### src/rtl/std_counter_bank_pkg.sv
// Shared types for the counter bank: overflow policy and clock descriptor.
package std_counter_bank_pkg;

  typedef enum logic {
    STD_COUNTER_WRAP,
    STD_COUNTER_SATURATE
  } std_counter_mode_t;

  typedef struct packed {
    logic [31:0] period_ps;
  } std_clock_info_t;

endpackage

### src/rtl/std_counter_channel.sv
// One up/down counter channel with bounded wrap/saturate arithmetic and
// registered overflow pulse / sticky flag; value visible one cycle after the edge.
module std_register
  import std_counter_bank_pkg::*;
#(
  parameter std_clock_info_t  CLOCK_INFO  = '0,
  parameter int               WIDTH       = 1,
  parameter logic [WIDTH-1:0] RESET_VALUE = '0
) (
  input  logic             clk,
  input  logic             rst,
  input  logic [WIDTH-1:0] d,
  output logic [WIDTH-1:0] q
);
  always_ff @(posedge clk) begin
    if (rst) q <= RESET_VALUE;
    else     q <= d;
  end
endmodule

module std_counter_channel
  import std_counter_bank_pkg::*;
#(
  parameter std_clock_info_t   CLOCK_INFO   = '0,
  parameter int                WIDTH        = 8,
  parameter logic [WIDTH-1:0]  RESET_VECTOR = '0,
  parameter std_counter_mode_t MODE         = STD_COUNTER_WRAP
) (
  input  logic             clk,
  input  logic             rst,
  input  logic             enable,
  input  logic             down,
  input  logic [WIDTH-1:0] step,
  input  logic [WIDTH-1:0] max,
  input  logic             clear,
  input  logic             load_enable,
  input  logic [WIDTH-1:0] load_value,
  output logic [WIDTH-1:0] value,
  output logic             at_max,
  output logic             at_zero,
  output logic             overflow,
  output logic             overflow_sticky
);
  localparam logic [WIDTH-1:0] ONE = {{(WIDTH-1){1'b0}}, 1'b1};

  logic [WIDTH-1:0] value_d, value_q;
  logic [1:0]       flags_d, flags_q;
  logic             event_c;
  logic [WIDTH:0]   sum;
  logic [WIDTH-1:0] diff, wrap_up, wrap_dn;

  always_comb begin
    sum     = {1'b0, value_q} + {1'b0, step};
    diff    = value_q - step;
    // Both wrap results only need the low WIDTH bits, so modular math suffices.
    wrap_up = value_q + step + ~max;
    wrap_dn = value_q - step + max + ONE;
    value_d = value_q;
    event_c = 1'b0;
    if (clear) begin
      value_d = RESET_VECTOR;
    end else if (load_enable) begin
      value_d = load_value;
    end else if (enable) begin
      if (step == '0) begin
        if (value_q > max) value_d = max;
      end else if (!down) begin
        if (sum <= {1'b0, max}) begin
          value_d = sum[WIDTH-1:0];
        end else begin
          event_c = 1'b1;
          value_d = (MODE == STD_COUNTER_WRAP) ? wrap_up : max;
        end
      end else begin
        if (value_q >= step) begin
          value_d = (diff > max) ? max : diff;
        end else begin
          event_c = 1'b1;
          value_d = (MODE == STD_COUNTER_WRAP) ? wrap_dn : '0;
        end
      end
    end
    flags_d[0] = event_c;
    flags_d[1] = clear ? 1'b0 : (flags_q[1] | event_c);
  end

  std_register #(.CLOCK_INFO(CLOCK_INFO), .WIDTH(WIDTH), .RESET_VALUE(RESET_VECTOR)) u_value (
    .clk(clk), .rst(rst), .d(value_d), .q(value_q)
  );

  std_register #(.CLOCK_INFO(CLOCK_INFO), .WIDTH(2), .RESET_VALUE(2'b00)) u_flags (
    .clk(clk), .rst(rst), .d(flags_d), .q(flags_q)
  );

  assign value           = value_q;
  assign at_max          = (value_q == max);
  assign at_zero         = (value_q == '0);
  assign overflow        = flags_q[0];
  assign overflow_sticky = flags_q[1];
endmodule

### src/rtl/std_counter_bank.sv
// Bank of independent up/down counters; each channel updates one cycle after
// its enabling edge. The bank only slices packed ports into per-channel instances.
module std_counter_bank
  import std_counter_bank_pkg::*;
#(
  parameter std_clock_info_t   CLOCK_INFO   = '0,
  parameter int                CHANNELS     = 4,
  parameter int                WIDTH        = 8,
  parameter logic [WIDTH-1:0]  RESET_VECTOR = '0,
  parameter std_counter_mode_t MODE         = STD_COUNTER_WRAP
) (
  input  logic                             clk,
  input  logic                             rst,
  input  logic [CHANNELS-1:0]              enable,
  input  logic [CHANNELS-1:0]              down,
  input  logic [CHANNELS-1:0][WIDTH-1:0]   step,
  input  logic [CHANNELS-1:0][WIDTH-1:0]   max,
  input  logic [CHANNELS-1:0]              clear,
  input  logic [CHANNELS-1:0]              load_enable,
  input  logic [CHANNELS-1:0][WIDTH-1:0]   load_value,
  output logic [CHANNELS-1:0][WIDTH-1:0]   value,
  output logic [CHANNELS-1:0]              at_max,
  output logic [CHANNELS-1:0]              at_zero,
  output logic [CHANNELS-1:0]              overflow,
  output logic [CHANNELS-1:0]              overflow_sticky
);
  for (genvar c = 0; c < CHANNELS; c++) begin : g_ch
    std_counter_channel #(
      .CLOCK_INFO(CLOCK_INFO), .WIDTH(WIDTH), .RESET_VECTOR(RESET_VECTOR), .MODE(MODE)
    ) u_ch (
      .clk             (clk),
      .rst             (rst),
      .enable          (enable[c]),
      .down            (down[c]),
      .step            (step[c]),
      .max             (max[c]),
      .clear           (clear[c]),
      .load_enable     (load_enable[c]),
      .load_value      (load_value[c]),
      .value           (value[c]),
      .at_max          (at_max[c]),
      .at_zero         (at_zero[c]),
      .overflow        (overflow[c]),
      .overflow_sticky (overflow_sticky[c])
    );
  end
endmodule
### config.mk
export PLATFORM = sky130hd
export DESIGN_NAME = std_counter_bank
export DESIGN_NICKNAME = d
export VERILOG_FILES = /design/src/rtl/std_counter_bank_pkg.sv /design/src/rtl/std_counter_channel.sv /design/src/rtl/std_counter_bank.sv
export SDC_FILE = /design/constraint.sdc
export NUM_CORES = 1
export LEC_CHECK = 0
export ABC_AREA = 1
export CAP_MARGIN = 10
export CELL_PAD_IN_SITES_DETAIL_PLACEMENT = 1
export CELL_PAD_IN_SITES_GLOBAL_PLACEMENT = 2
export CORE_ASPECT_RATIO = 1.25
export CORE_MARGIN = 5
export CORE_UTILIZATION = 30
export CTS_CLUSTER_SIZE = 16
export DETAILED_ROUTE_END_ITERATION = 8
export HOLD_SLACK_MARGIN = 0.1
export PLACE_DENSITY_LB_ADDON = 0.3
export SYNTH_ARGS = -nofsm -noshare
export SYNTH_HDL_FRONTEND = slang
export SYNTH_SLANG_ARGS = --single-unit
export TNS_END_PERCENT = 30
### constraint.sdc
create_clock -name clk -period 7.62 [get_ports clk]
set_input_delay 1.524 -clock clk [delete_from_list [all_inputs] [get_ports clk]]
set_output_delay 1.524 -clock clk [all_outputs]
set_load 0.02 [all_outputs]
* Word-level counts from Yosys, hierarchy flattened
Cells that the tools add are included.
** Storage, ports and cells
- Register bits after elaboration :: 40
- Word-level logic and storage cells :: 148
- Output and inout port bits :: 48
** Operators by class
- $lt $le $gt $ge :: 16
- Reduce and logical (&&, ||, !) cells :: 20
- Bitwise gates (word level) :: 8
- Equality and inequality tests :: 8
- $add $sub $neg :: 24
- Multiplexer cells :: 60
** Operators with widths (number)
- $mux W8 :: 32
- $add A8 B8 Y8 :: 12
- $gt A8 B8 Y1 :: 8
- $logic_not A8 Y1 :: 8
- $add A8 B8 Y9 :: 4
- $le A9 B8 Y1 :: 4
- $add A8 B1 Y8 const B :: 4
- $eq A8 B8 Y1 :: 4
- $ge A8 B8 Y1 :: 4
- $not A8 Y8 :: 4
- $sub A8 B8 Y8 :: 4
- $mux W1 :: 28
- $ne A3 B3 Y1 const B :: 4
- $reduce_and A2 Y1 :: 4
- $reduce_bool A2 Y1 :: 4
- $reduce_or A2 Y1 :: 4
- $or A1 B1 Y1 :: 4

* Longest topological paths before layout
- Depth in word-level cells :: 9
- Gate-level depth with buffers :: 27
- Gate-level depth less buffers :: 26

* Hierarchy
Synthesis repeated with hierarchy kept, for this count alone.
** Second synthesis, totals
- Cells, all modules :: 2041
- Area, all modules :: 12998.7 um2
** By module, submodules not included
- std_counter_channel (g_ch[3].u_ch) :: times used 1, seq. area each 0.0 um2, cells an instance 493, area each 3014.1 um2
- std_counter_channel (g_ch[0].u_ch) :: times used 1, seq. area each 0.0 um2, cells an instance 475, area each 2982.9 um2
- std_counter_channel (g_ch[1].u_ch) :: times used 1, seq. area each 0.0 um2, cells an instance 480, area each 2934.1 um2
- std_counter_channel (g_ch[2].u_ch) :: times used 1, seq. area each 0.0 um2, cells an instance 469, area each 2921.6 um2
- std_register (g_ch[0].u_ch.u_value ...) :: times used 4, seq. area each 160.2 um2, cells an instance 25, area each 231.5 um2
- std_register (g_ch[0].u_ch.u_flags ...) :: times used 4, seq. area each 40.0 um2, cells an instance 6, area each 55.1 um2

* Least setup slack after synthesis
OpenSTA, ideal clock, no wires.
- Path kind :: input -> register
- From :: in step[24] in the netlist's numbering
- To :: reg g_ch[3].u_ch.u_value.q[4]
- Setup time :: 0.139 ns
- Data arrival time :: 3.985 ns
- Path slack :: 3.496 ns
- Stages on the path :: 22
- Data required time :: 7.481 ns
- Cells stage by stage :: ha_1 > inv_1 > fa_1 > a21oi_1 > o21ai_1 > a21oi_1 > inv_1 > nand2_1 > nand2_1 > ha_1 > nand2_1 > nor3_1 > nand2_1 > nand2_1 > nand2_1 > buf_2 > nand2_1 > o21ai_0 > o21ai_1 > nand3_1 > nand2_1 > a21oi_2
** Between the ends
- Longest elaborated chain between the ends :: 8
** RTL lines
- from (decl) :: line std_counter_bank.sv:16 : input logic [CHANNELS-1:0][WIDTH-1:0] step,
- $sub A8 B8 Y8 :: line std_counter_channel.sv:54, std_counter_channel.sv:57
- $add A8 B8 Y8 / $gt A8 B8 Y1 (equally long branches) :: line std_counter_channel.sv:57, std_counter_channel.sv:76
- $add A8 B1 Y8 / $mux W8 (equally long branches) :: line std_counter_channel.sv:57, std_counter_channel.sv:76
- $mux W8 :: line std_counter_channel.sv:75 : if (value_q >= step) begin
- $mux W8 :: line std_counter_channel.sv:67 : end else if (!down) begin
- $mux W8 :: line std_counter_channel.sv:65 : if (step == '0) begin
- $mux W8 :: line std_counter_channel.sv:64 : end else if (enable) begin
- $mux W8 :: line std_counter_channel.sv:62 : end else if (load_enable) begin
- to (signal assigned) :: line std_counter_channel.sv:16 : if (rst) q <= RESET_VALUE;
- to (signal assigned) :: line std_counter_channel.sv:17 : else q <= d;
- to (decl) :: line std_counter_channel.sv:13 : output logic [WIDTH-1:0] q
Parallel ways exist; a longest one is shown, timed or not. The select of a mux whose other input is x is not followed.
A chain may end at the register's enable or synchronous reset.

* Worst setup path in the final report
- From :: in max[30] in the netlist's numbering
- To :: out at_max[3]
** Between the ends
- Longest elaborated chain between the ends :: 1
** RTL lines
- from (decl) :: line std_counter_bank.sv:17 : input logic [CHANNELS-1:0][WIDTH-1:0] max,
- $eq A8 B8 Y1 :: line std_counter_channel.sv:96 : assign at_max = (value_q == max);
- to (decl) :: line std_counter_bank.sv:22 : output logic [CHANNELS-1:0] at_max,
No other way between the ends.

==> out/qor.yml <==
logic_synthesis:
  synth-main-ff-cell: "dfxtp_1"
  syn_avg_cell_area_um2: 6.48
  synthCells: 1805
  synth_xor_area_frac: 0.0547
  ys_ff_latch: 40
  ys_async_sr_fraction: 0
  ys_seq_area_frac: 0.0685
  synth-edff-count: 0
  yosys_warnings: 0
  muxShareOfSynthArea: 0
  yosys.area_share.simple: 0.280
  synth_area_mm2: 0.0117
  synth_top_family_by_area: "adder cells"
  synth.distinct_cells: 48
  synth_fp_nets: 2175
  synthAdderAreaFrac: 0.302
  synth_compound_area_frac: 0.168
hold_path:
  hold_depth: 2
  min_to: "g_ch[2].u_ch.u_flags.q[1]"
  min_from: "g_ch[2].u_ch.u_flags.q[1]"
  min_path_type: "reg2reg"
timing:
  slew_violations: 0
  finalCriticalPeriod_ns: 5.47
  worst_slew_pin_slew_ns: 0.866
  holdWs_ns: 0.460
  tns_ns: 0
  max_freq_ghz: 0.183
  finalHoldViolCount: 0
  finalSetupViolCount: 0
  setup_ws_ns: 2.15
  grt_setup_unrepaired: "no"
  relSlewSlack: 0.420
  clock-skew-final_ns: 0.0144
  finalCritPeriodShare: 0.718
power:
  internal-power_mw: 0.866
  seq_power_share: 0.134
  clkPwrFrac: 0.128
  power_density_mw_per_mm2: 136
  swShare: 0.538
  p_leak_nw: 7.19
  p_sw_mw: 1.01
  total_power_mw: 1.88
  vdd_drop_max_v: 0.0000751
  combPwrFrac: 0.738
die:
  fp.dieH_um: 231
  boundaryPins: 162
  start_util: 0.301
  die_x_um: 187
  die_area_mm2: 0.0431
  rows: 81
  core_area_mm2: 0.0388
clocking:
  cts_buffers: 5
  post_cts_buffers: 0
  clk_pin_slew_ns: 0.08
  hold_buffers: 0
  clock-sinks: 40
  ctsResizeCount: 0
  clock_latency_ns: 0.31
  htree_levels: 2
  clockBufferDepth: 2
  root_buffer: "clkbuf_16"
  cts_tree: "built"
drt:
  route.detailed.drc: 0
  vias: 12200
  routed_wl_mm: 45.4
  viasPerCell: 5.04
  wl_per_cell_um: 18.7
  drt_iter0_markers: 547
  drtPass1Iterations: 5
  drtAntennaViolNets: 0
critical_path:
  required_ns: 6.10
  arrival_ns: 3.95
  cp_max_fo: 4
  cp-start-kind: "primary input"
  r2r_setup_slack_ns: 3.44
  crit_path_end_kind: "output port"
  r2r-start: "g_ch[3].u_ch.u_value.q[0]"
  critPathMaxStageDelay_ns: 0.69
  cp_cell_sequence: "clkdlybuf4s50_1, inv_1, ha_1, nand2_1, nor4_2, clkdlybuf4s50_1"
  cp_common_cell: "clkdlybuf4s50_1"
  critical-path-slowest-cell: "clkdlybuf4s50_1"
  reg2reg_depth: 22
  r2r-end: "g_ch[3].u_ch.u_value.q[0]"
  worstSetupPathType: "in2out"
cells_and_area:
  fin_util: 0.356
  fin_cells: 2429
  stdcell_area_mm2: 0.0138
  final_layout_size_suffix_gt1_frac: 0.0482
  areaGrowthSynthToFinish_pct: 18.1
  num-fill-cells: 5045
  mostFrequentLayoutCells: "405 x nand2_1, 292 x inv_1, 212 x ha_1"
  num-nets-final: 2298
  final_common_cell: "nand2_1"
flow_run:
  cap_viol_max_count: 0
global_route:
  grt.overflow.total: 0
  grt_start_max_net_pins: 16
  grt_first_pass_wirelength_mm: 72.0
  antenna_found_initial: 2
  grt_pass1_vias: 13200
  grt.total_usage: 0.204
place:
  place_hpwl_mm: 38.9
  dp_cells: 2419
  place_area_mm2: 0.0137
  gp_congestion: 0.911
  numPortBuffers: 161
  place_ws_ns: 1.99
status:
  outcome: "completed"
==> cell families (layout without fill, tap and decap cells) <==
logic type      after synthesis  after routing
other cells                   0              2
fa+ha+maj                   256            256
flops                        40             40
simple gates                741            741
buf+inv                     367            491
compound gates              328            328
xor+xnor                     73             73
==> power by group through the flow <==
stage	Combinational, mW	Clock, mW	Sequential (mW)
floorplan	0.952	0	0.254
global placement	1.36	0	0.257
detailed placement	1.38	0	0.257
CTS	1.39	0.252	0.252
global route	1.56	0.257	0.254
finish	1.38	0.241	0.251
==> flip-flops by register name, indices dropped and copies added, names as in the netlist <==
name / cells
g_ch.u_ch.u_flags.q: 8
g_ch.u_ch.u_value.q: 32
==> cell usage after synthesis (20+ instances only) <==
cell type / number / area share
nand4_1: 29 / 0.016
a21oi_1: 163 / 0.070
inv_1: 292 / 0.094
dfxtp_1: 40 / 0.068
nor2_1: 74 / 0.024
xor2_1: 59 / 0.044
ha_1: 212 / 0.23
a21oi_2: 21 / 0.016
inv_2: 25 / 0.0080
nand2_1: 405 / 0.13
o21ai_1: 20 / 0.0086
fa_1: 44 / 0.075
nand3_1: 172 / 0.074
o21ai_0: 47 / 0.020
buf_4: 24 / 0.015
==> layer usage <==
layer  up-vias  GRT usage  wire, µm
li1       6126          -         -
met1      5890      0.254     20300
met2       184      0.381     23000
met3        42     0.0163      1110
met4         0     0.0487       995
met5         -          0         0
==> how the worst max path moves through the flow <==
| stage | slack, ns | endpoint | depth (start not counted) | from |
|---|---|---|---|---|
| global placement | 2.05 | g_ch[3].u_ch.u_value.q[0] | 22 | step[24] |
| CTS | 2.14 | at_max[3] | 6 | max[30] |
| global route | 1.82 | g_ch[3].u_ch.u_value.q[0] | 22 | step[24] |
| finish | 2.15 | at_max[3] | 6 | max[30] |
| floorplan | 3.50 | g_ch[3].u_ch.u_value.q[4] | 22 | step[24] |
| detailed placement | 1.99 | g_ch[3].u_ch.u_value.q[0] | 22 | step[24] |
==> critical path, delay by kind of cell <==
family | cells | cell delay, ns
AND/OR/NAND/NOR | 2 | 0.56
adder cells (fa/ha/maj) | 1 | 0.32
buffers and inverters | 3 | 1.55
==> area by class of cell <==
cell class / instances / area [µm²] / area share
antenna: 2 / 5.00 / 0.000362
clock inverter: 2 / 13.8 / 0.000996
timing repair buffer: 163 / 1630 / 0.118
clock buffer: 6 / 139 / 0.0101
tap: 498 / 623 / 0.0451
multi-input combinational: 1398 / 9410 / 0.681
sequential: 40 / 801 / 0.0579
inverter: 320 / 1200 / 0.0869
No activity file was read; power rests on OpenSTA's default activity.
